## config.mk

```make
export PLATFORM = sky130hd
export DESIGN_NAME = game_clock_ctrl
export DESIGN_NICKNAME = d
export VERILOG_FILES = /design/src/rtl/game_clock_ctrl.sv
export SDC_FILE = /design/constraint.sdc
export NUM_CORES = 1
export LEC_CHECK = 0
export ABC_AREA = 1
export CAP_MARGIN = 25
export CORE_MARGIN = 1
export CORE_UTILIZATION = 45
export DETAILED_ROUTE_END_ITERATION = 16
export PLACE_DENSITY = 0.66
export SLEW_MARGIN = 20
export SYNTH_ARGS = -nofsm -noshare
export SYNTH_HDL_FRONTEND = slang
export SYNTH_SLANG_ARGS = --single-unit
export TNS_END_PERCENT = 50
```

## constraint.sdc

```tcl
create_clock -name i_clk -period 2.5 [get_ports i_clk]
set_clock_uncertainty 0.1 [all_clocks]
set_input_delay 0.625 -clock i_clk [delete_from_list [all_inputs] [get_ports i_clk]]
set_output_delay 0.625 -clock i_clk [all_outputs]
set_load 0.02 [all_outputs]
```

## src/rtl/game_clock_ctrl.sv

```systemverilog
// game_clock_ctrl
// Basketball game clock. Counts a period down at TICK_HZ resolution
// (mm:ss.t), sequences regulation and overtime periods, supports
// pause/resume and manual time load while stopped, and drives an
// end-of-period horn window plus a game-over flag.
//
// state    | meaning
// ---------+-------------------------------------------------------------
// ST_STOP  | clock paused; manual load allowed; start_stop edge runs it
// ST_RUN   | counting down on each tick; start_stop edge pauses it
// ST_EXPIRED | time at 0:00.0, horn sounding; next_per edge advances
// ST_FINAL | game over; outputs frozen (horn finishes), reset only exit
//
// Ports
//   i_clk         board oscillator
//   i_reset       asynchronous, active-low reset
//   i_start_stop  button level, rising edge toggles run/stop
//   i_next_per    button level, rising edge advances an expired period
//   i_tie         scores-tied level, sampled with the next_per edge
//   i_load_en     loads i_load_min / i_load_sec while stopped
//   i_load_min    minutes to load
//   i_load_sec    seconds to load (clamped to 59)
//   o_min/o_sec/o_tenths  time remaining
//   o_period      current period, 1-based, overtime continues numbering
//   o_running     high in RUN
//   o_under_min   high when minutes are zero (display switches to ss.t)
//   o_period_end  high in EXPIRED
//   o_buzzer      horn drive
//   o_game_over   high in FINAL
module game_clock_ctrl #(
    parameter int CLK_HZ      = 50000000,
    parameter int TICK_HZ     = 10,
    parameter int PERIOD_MIN  = 10,
    parameter int OT_MIN      = 5,
    parameter int NUM_PERIODS = 4,
    parameter int BUZZ_TICKS  = 20,
    parameter int PER_W       = 3
) (
    input  logic             i_clk,
    input  logic             i_reset,
    input  logic             i_start_stop,
    input  logic             i_next_per,
    input  logic             i_tie,
    input  logic             i_load_en,
    input  logic [6:0]       i_load_min,
    input  logic [5:0]       i_load_sec,
    output logic [6:0]       o_min,
    output logic [5:0]       o_sec,
    output logic [3:0]       o_tenths,
    output logic [PER_W-1:0] o_period,
    output logic             o_running,
    output logic             o_under_min,
    output logic             o_period_end,
    output logic             o_buzzer,
    output logic             o_game_over
);

    localparam int DIV   = CLK_HZ / TICK_HZ;
    localparam int PSC_W = (DIV > 1) ? $clog2(DIV) : 1;
    localparam int BZ_W  = (BUZZ_TICKS > 0) ? $clog2(BUZZ_TICKS + 1) : 1;
    localparam logic [PSC_W-1:0] PSC_LAST = PSC_W'(DIV - 1);

    typedef enum logic [1:0] {
        ST_STOP,
        ST_RUN,
        ST_EXPIRED,
        ST_FINAL
    } state_t;

    state_t            r_state;
    logic [6:0]        r_min;
    logic [5:0]        r_sec;
    logic [3:0]        r_tenths;
    logic [PER_W-1:0]  r_period;
    logic              r_running;
    logic              r_period_end;
    logic              r_game_over;
    logic [BZ_W-1:0]   r_buzz_cnt;
    logic [PSC_W-1:0]  r_psc;

    logic [1:0]        r_ss_sync;
    logic [1:0]        r_np_sync;
    logic [1:0]        r_tie_sync;
    logic              r_ss_d;
    logic              r_np_d;

    logic              w_ss_edge;
    logic              w_np_edge;
    logic              w_psc_en;
    logic              w_tick;
    logic              w_adv_reg;
    logic              w_adv_ot;
    logic              w_per_load;
    logic              w_time_zero;
    logic              w_last_tenth;
    logic [6:0]        w_dec_min;
    logic [5:0]        w_dec_sec;
    logic [3:0]        w_dec_tenths;
    logic [5:0]        w_load_sec_clamped;

    // Button and tie synchronisers plus edge-detect history
    always_ff @(posedge i_clk or negedge i_reset) begin
        if (!i_reset) begin
            r_ss_sync  <= 2'b00;
            r_np_sync  <= 2'b00;
            r_tie_sync <= 2'b00;
            r_ss_d     <= 1'b0;
            r_np_d     <= 1'b0;
        end else begin
            r_ss_sync  <= {r_ss_sync[0], i_start_stop};
            r_np_sync  <= {r_np_sync[0], i_next_per};
            r_tie_sync <= {r_tie_sync[0], i_tie};
            r_ss_d     <= r_ss_sync[1];
            r_np_d     <= r_np_sync[1];
        end
    end

    assign w_ss_edge = r_ss_sync[1] & ~r_ss_d;
    assign w_np_edge = r_np_sync[1] & ~r_np_d;

    assign w_adv_reg  = int'(r_period) < NUM_PERIODS;
    assign w_adv_ot   = !w_adv_reg && r_tie_sync[1] && (r_period != '1);
    assign w_per_load = (r_state == ST_EXPIRED) && w_np_edge && (w_adv_reg || w_adv_ot);

    // The prescaler also runs while the horn counts down, so the horn
    // length is measured in ticks even after the clock has stopped.
    assign w_psc_en = (r_state == ST_RUN) || (r_buzz_cnt != '0);
    assign w_tick   = w_psc_en && (r_psc == PSC_LAST);

    always_ff @(posedge i_clk or negedge i_reset) begin
        if (!i_reset) begin
            r_psc <= '0;
        end else if (w_per_load) begin
            r_psc <= '0;
        end else if (w_psc_en) begin
            r_psc <= (r_psc == PSC_LAST) ? '0 : r_psc + 1'b1;
        end
    end

    // mm:ss.t decrement with borrow
    always_comb begin
        w_dec_min    = r_min;
        w_dec_sec    = r_sec;
        w_dec_tenths = r_tenths;
        if (r_tenths != 4'd0) begin
            w_dec_tenths = r_tenths - 4'd1;
        end else begin
            w_dec_tenths = 4'd9;
            if (r_sec != 6'd0) begin
                w_dec_sec = r_sec - 6'd1;
            end else begin
                w_dec_sec = 6'd59;
                w_dec_min = r_min - 7'd1;
            end
        end
    end

    assign w_time_zero  = (r_min == 7'd0) && (r_sec == 6'd0) && (r_tenths == 4'd0);
    assign w_last_tenth = (r_min == 7'd0) && (r_sec == 6'd0) && (r_tenths == 4'd1);
    assign w_load_sec_clamped = (i_load_sec > 6'd59) ? 6'd59 : i_load_sec;

    always_ff @(posedge i_clk or negedge i_reset) begin
        if (!i_reset) begin
            r_state      <= ST_STOP;
            r_min        <= 7'(PERIOD_MIN);
            r_sec        <= 6'd0;
            r_tenths     <= 4'd0;
            r_period     <= PER_W'(1);
            r_running    <= 1'b0;
            r_period_end <= 1'b0;
            r_game_over  <= 1'b0;
            r_buzz_cnt   <= '0;
        end else begin
            if (w_tick && (r_buzz_cnt != '0)) begin
                r_buzz_cnt <= r_buzz_cnt - 1'b1;
            end
            case (r_state)
                ST_STOP: begin
                    if (i_load_en) begin
                        r_min    <= i_load_min;
                        r_sec    <= w_load_sec_clamped;
                        r_tenths <= 4'd0;
                    end else if (w_ss_edge) begin
                        if (w_time_zero) begin
                            r_state      <= ST_EXPIRED;
                            r_period_end <= 1'b1;
                            r_buzz_cnt   <= BZ_W'(BUZZ_TICKS);
                        end else begin
                            r_state   <= ST_RUN;
                            r_running <= 1'b1;
                        end
                    end
                end
                ST_RUN: begin
                    if (w_tick && !w_time_zero) begin
                        r_min    <= w_dec_min;
                        r_sec    <= w_dec_sec;
                        r_tenths <= w_dec_tenths;
                    end
                    // Expiry outranks a simultaneous pause request
                    if (w_tick && w_last_tenth) begin
                        r_state      <= ST_EXPIRED;
                        r_running    <= 1'b0;
                        r_period_end <= 1'b1;
                        r_buzz_cnt   <= BZ_W'(BUZZ_TICKS);
                    end else if (w_ss_edge) begin
                        r_state   <= ST_STOP;
                        r_running <= 1'b0;
                    end
                end
                ST_EXPIRED: begin
                    if (w_np_edge) begin
                        r_period_end <= 1'b0;
                        if (w_adv_reg || w_adv_ot) begin
                            r_state    <= ST_STOP;
                            r_period   <= r_period + 1'b1;
                            r_min      <= w_adv_reg ? 7'(PERIOD_MIN) : 7'(OT_MIN);
                            r_sec      <= 6'd0;
                            r_tenths   <= 4'd0;
                            r_buzz_cnt <= '0;
                        end else begin
                            r_state     <= ST_FINAL;
                            r_game_over <= 1'b1;
                        end
                    end
                end
                ST_FINAL: begin
                end
                default: begin
                    r_state <= ST_STOP;
                end
            endcase
        end
    end

    assign o_min        = r_min;
    assign o_sec        = r_sec;
    assign o_tenths     = r_tenths;
    assign o_period     = r_period;
    assign o_running    = r_running;
    assign o_under_min  = (r_min == 7'd0);
    assign o_period_end = r_period_end;
    assign o_buzzer     = (r_buzz_cnt != '0);
    assign o_game_over  = r_game_over;

endmodule
```

Yosys cells after proc, flatten, opt, wreduce, memory -nomap -nowiden

Index checks and enable logic that the tools add are counted.

Register bits: 61

Add/sub/neg operators: 6
Order comparisons: 2
Equality and inequality tests: 17
Mux-type cells: 53
Bitwise operators: 5
Reduce and logical (&&, ||, !) cells: 33

Operator list:

| kind                    | count |
|---|---|
| $mux W23                | 3 |
| $mux W6                 | 7 |
| $mux W7                 | 6 |
| $mux W5                 | 7 |
| $mux W4                 | 6 |
| $add A23 B1 Y23 const B | 1 |
| $eq A23 B23 Y1 const B  | 1 |
| $pmux W7 S3             | 1 |
| $pmux W6 S3             | 1 |
| $ne A2 B2 Y1 const B    | 8 |
| $pmux W5 S3             | 1 |
| $reduce_and A5 Y1       | 3 |
| $mux W2                 | 7 |
| $pmux W4 S3             | 1 |
| $reduce_and A6 Y1       | 2 |
| $logic_and A1 B1 Y1     | 11 |
| $mux W1                 | 10 |
| $logic_not A7 Y1        | 1 |
| $reduce_and A7 Y1       | 1 |
| $sub A7 B1 Y7 const B   | 1 |
| $gt A6 B6 Y1 const B    | 1 |
| $logic_not A6 Y1        | 1 |
| $ne A2 B1 Y1 const B    | 3 |
| $pmux W2 S3             | 1 |
| 24 further kinds        | 31 |

Logic depth before layout (Yosys ltp)

Depth after elaboration: 9
Mapped depth: 13
Mapped depth without buffers: 12

Worst setup path after synthesis

Ideal clock, no wire load.

Path type: register -> register
From: reg r_period[1] (netlist: o_period[1])
To: reg r_sec[3] (netlist: o_sec[3])
Arrival: 1785 ps
Data required time: 2277 ps
Slack: 492 ps
Cell stages (with the launch flop): 14
Cells stage by stage: dfrtp_1 ha_1 ha_1 inv_1 nand2_1 nand2_2 inv_2 nor3_2 nand2_1 nand2_4 nand2_4 buf_6 nand2_2 o21ai_2

Word-level cells in the longest chain between the ends: 7
Elaborated cells between the ends (all ways): 8

RTL lines:

| item                                   | RTL line | source |
|---|---|---|
| start, declared                        | 74       | `logic [PER_W-1:0] r_period;` |
| start signal, assigned                 | 216      | `r_period <= r_period + 1'b1;` |
| $lt A3 B3 Y1                           | 121      | `assign w_adv_reg = int'(r_period) < NUM_PERIODS;` |
| $logic_not A1 Y1                       | 122      | `assign w_adv_ot = !w_adv_reg && r_tie_sync[1] && (r_period != '1);` |
| $logic_and A1 B1 Y1 (2 in series)      | 122      |  |
| $logic_or A1 B1 Y1 (*)                 | 214      | `if (w_adv_reg \|\| w_adv_ot) begin` |
| $ne A2 B1 Y1 (no source line) (*)      | n/a      |  |
| $reduce_and A6 Y1 (no source line) (*) | n/a      |  |
| end signal, assigned                   | 181      | `r_sec <= w_load_sec_clamped;` |
| end signal, assigned                   | 197      | `r_sec <= w_dec_sec;` |
| end, declared                          | 72       | `logic [5:0] r_sec;` |

Every way passes the cells marked *; elsewhere a longest branch is shown, timed or not.
A chain may end at the register's enable or synchronous reset.

Worst setup path in the final report

From: reg r_buzz_cnt[0]
To: out o_buzzer

Word-level cells in the longest chain between the ends: 1

RTL lines:

| item                   | RTL line | source |
|---|---|---|
| start, declared        | 78       | `logic [BZ_W-1:0] r_buzz_cnt;` |
| start signal, assigned | 175      | `r_buzz_cnt <= r_buzz_cnt - 1'b1;` |
| start signal, assigned | 187      | `r_buzz_cnt <= BZ_W'(BUZZ_TICKS);` |
| start signal, assigned | 205      | `r_buzz_cnt <= BZ_W'(BUZZ_TICKS);` |
| $reduce_bool A5 Y1     | 243      | `assign o_buzzer = (r_buzz_cnt != '0);` |
| end, declared          | 54       | `output logic o_buzzer,` |

No other way between the ends.

==> results.sh <==
export IMPL_hold_violations=0
export IMPL_ff2ff_setup_slack_ps=310
export IMPL_root_buffer="clkbuf_8"
export IMPL_timing_rr_start="o_period[0]$_DFFE_PN1P_"
export IMPL_via_count=3515
export IMPL_slew_headroom=0.661
export IMPL_post_place_ws_ps=175
export IMPL_total_power_mw=5.12
export IMPL_drt_initial_drc_count=234
export IMPL_cts_max_level=3
export IMPL_overflow=0
export IMPL_postSynthCellCount=517
export IMPL_cts_tree="done"
export IMPL_synth_edff_count=0
export IMPL_post_cts_setup_buffers=0
export IMPL_r2r_end="r_psc[7]$_DFFE_PN0P_"
export IMPL_setup_tns_ps=0
export IMPL_antenna_cells=0
export IMPL_finalCriticalPeriod_ps=2330
export IMPL_peakVddDrop_mv=0.485
export IMPL_firstDrtPassIters=5
export IMPL_ant_nets=0
export IMPL_clk_latency_ps=350
export IMPL_ys_warn_count=0
export IMPL_syn_area_um2=3840
export IMPL_final_cell_area_um2=4640
export IMPL_ys_seq_elements=61
export IMPL_gp_congestion=0.911
export IMPL_grt_pass1_wl_mm=14.9
export IMPL_start_util=0.465
export IMPL_wl_mm=9.01
export IMPL_ys_flop_type="dfrtp_1"
export IMPL_wl_per_cell_um=13.2
export IMPL_clk_path_buf_depth=2
export IMPL_critical_path_arrival_ps=1600
export IMPL_setup_viol=0
export IMPL_io_pins=44
export IMPL_cts_buffers=9
export IMPL_fin_nets=600
export IMPL_layout_drive_gt1_share=0.125
export IMPL_rsz0062_at_grt="no"
export IMPL_power_density_nw_per_um2=1100
export IMPL_worstSetupPathType="flop to primary output"
export IMPL_r2r_cells=10
export IMPL_gr_usage_all_layers=0.218
export IMPL_grt_antenna_before_repair=0
export IMPL_detailed_place_hpwl_mm=6.79
export IMPL_dpl_cell_area_um2=4420
export IMPL_clock_sinks=61
export IMPL_avgSynthCellArea_um2=7.43
export IMPL_worstMarginPinSlew_ps=504
export IMPL_required_ps=1770
export IMPL_die_area_um2=8920
export IMPL_async_reset_ff_frac=1.00
export IMPL_crit_path_end_kind="primary output"
export IMPL_grt_pass1_vias=3201
export IMPL_worst_slack_ps=171
export IMPL_synth_net_count=547
export IMPL_grt_max_degree=44
export IMPL_fp_row_count=33
export IMPL_yosysUniqueCellTypes=40
export IMPL_fmax_mhz=429
export IMPL_maxSlewViolCount=0
export IMPL_route_detailed_drc=0
export IMPL_ys_seq_area_frac=0.398
export IMPL_portBuffers=43
export IMPL_viasPerCell=5.17
export IMPL_clk_pin_slew_ps=70
export IMPL_drv_cap=0
export IMPL_status="completed"
export IMPL_hold_path_class="primary input to asynchronous set/reset pin"
export IMPL_core_area_um2=8260
export IMPL_die_w_um=94.4
export IMPL_fin_crit_sh=0.932
export IMPL_path_max_fanout=3
export IMPL_leakage_nw=2.20
export IMPL_die_y_um=94.4
export IMPL_area_growth_syn_to_layout_pct=20.8
export IMPL_cp_start_kind="flop"
## per-stage QoR
stage | cells | hold WS (ps) | util
6_report | 680 | 121 | 0.562
5_1_grt | 680 | 142 | 0.562
4_1_cts | 680 | 126 | 0.562
3_5_place_dp | 664 | 235 | 0.535
3_3_place_gp | 664 | 232 | 0.535
2_1_floorplan | 517 | 229 | -
## synth_stat cells (2+ instances only)
| library cell | instances | area share |
|---|---|---|
| nor3_1 | 16 | 0.021 |
| nand3_1 | 41 | 0.053 |
| a22oi_1 | 3 | 0.0059 |
| dfstp_2 | 3 | 0.021 |
| inv_1 | 67 | 0.065 |
| nand4_1 | 16 | 0.026 |
| a31oi_1 | 2 | 0.0033 |
| buf_2 | 3 | 0.0039 |
| nor2_1 | 54 | 0.053 |
| nor2_2 | 8 | 0.013 |
| nand2_4 | 3 | 0.0088 |
| o211ai_1 | 3 | 0.0059 |
| nand2_2 | 9 | 0.015 |
| o21ai_1 | 3 | 0.0039 |
| o21ai_0 | 26 | 0.034 |
| clkbuf_1 | 2 | 0.0020 |
| o22ai_1 | 3 | 0.0049 |
| nand3b_1 | 2 | 0.0039 |
| nand2_1 | 120 | 0.12 |
| nor2_4 | 4 | 0.012 |
| o21ai_2 | 5 | 0.011 |
| inv_2 | 7 | 0.0068 |
| ha_1 | 11 | 0.036 |
| xnor2_1 | 3 | 0.0068 |
| a21oi_1 | 21 | 0.027 |
| nand3_4 | 2 | 0.0091 |
| dfrtp_1 | 58 | 0.38 |
| xor2_1 | 10 | 0.023 |
## placed cells by master (no fill, tap or decap), drive strengths merged, types with 2 or more instances in the layout
master and count:
ha 11, o21ai 34, nand3 44, nor2 66
nand2 132, nand3b 2, nor3 17, o211ai 3
clkbuf 10, dfstp 3, xnor2 3, xor2 10
o22ai 3, a22oi 3, a31oi 2, bufinv 2
clkinv 3, or2 2, clkdlybuf4s50 40, inv 75
a21boi 2, a21oi 21, buf 6, nand4 17
dfrtp 58
## cell families (layout without fill, tap and decap cells)
family | after synthesis | in the layout | share of synthesized area
buffers and inverters | 80 | 138 | 0.0811
AOI/OAI and AO/OA | 72 | 72 | 0.112
and+or+nand+nor | 280 | 280 | 0.343
xor gates and xnor gates | 13 | 13 | 0.0296
adders and majority gates | 11 | 11 | 0.0358
DFF | 61 | 61 | 0.398
## power breakdown
part,switching (mW),internal [mW]
sequential,0.254,1.24
combinational,1.65,0.985
clock,0.429,0.566
total,2.33,2.79
## final cells by class
cell class,count,area [µm²]
inverters,74,278
well taps,105,131
fillers,779,3620
multi-input cells,376,2010
flip-flops and latches,61,1530
clock inverters,7,98.8
clock buffers,9,124
repair buffers,48,470
## state kept, by name, indices dropped and copies added (netlist names), 3 cells and up
signal / cells
o_period: 3
o_tenths: 4
o_sec: 6
r_psc: 23
r_buzz_cnt: 5
o_min: 7
## critical path, cell delays in order, from the launching register on
cell	delay [ps]
dfrtp_1	380
inv_1	90
ha_2	200
inv_1	60
nor3_2	140
nand2_1	90
clkdlybuf4s15_1	290
## worst max-delay path by stage
stage | from | endpoint | slack [ps] | cells past startpoint
floorplan | o_period[1]$_DFFE_PN0P_ | o_sec[3]$_DFFE_PN0P_ | 490 | 13
global placement | o_min[0]$_DFFE_PN0P_ | o_under_min | 210 | 5
detailed placement | o_min[0]$_DFFE_PN0P_ | o_under_min | 180 | 5
CTS | r_buzz_cnt[0]$_DFF_PN0_ | o_buzzer | 50 | 6
global route | r_buzz_cnt[0]$_DFF_PN0_ | o_buzzer | 30 | 6
finish | r_buzz_cnt[0]$_DFF_PN0_ | o_buzzer | 170 | 6
## per-layer routing
layer	GRT usage	vias to the layer above	routed length (µm)
met5	0	-	0
met4	0.0782	0	137
met3	0.0427	14	374
met2	0.348	79	4160
met1	0.292	1634	4330
li1	-	1788	-
## timing repair
item,in CTS,in global routing
resized for setup,2,5
hold buffers,0,0
endpoints found under the setup margin,2,2
gates cloned,0,0
Power figures use the tool's default switching activity.
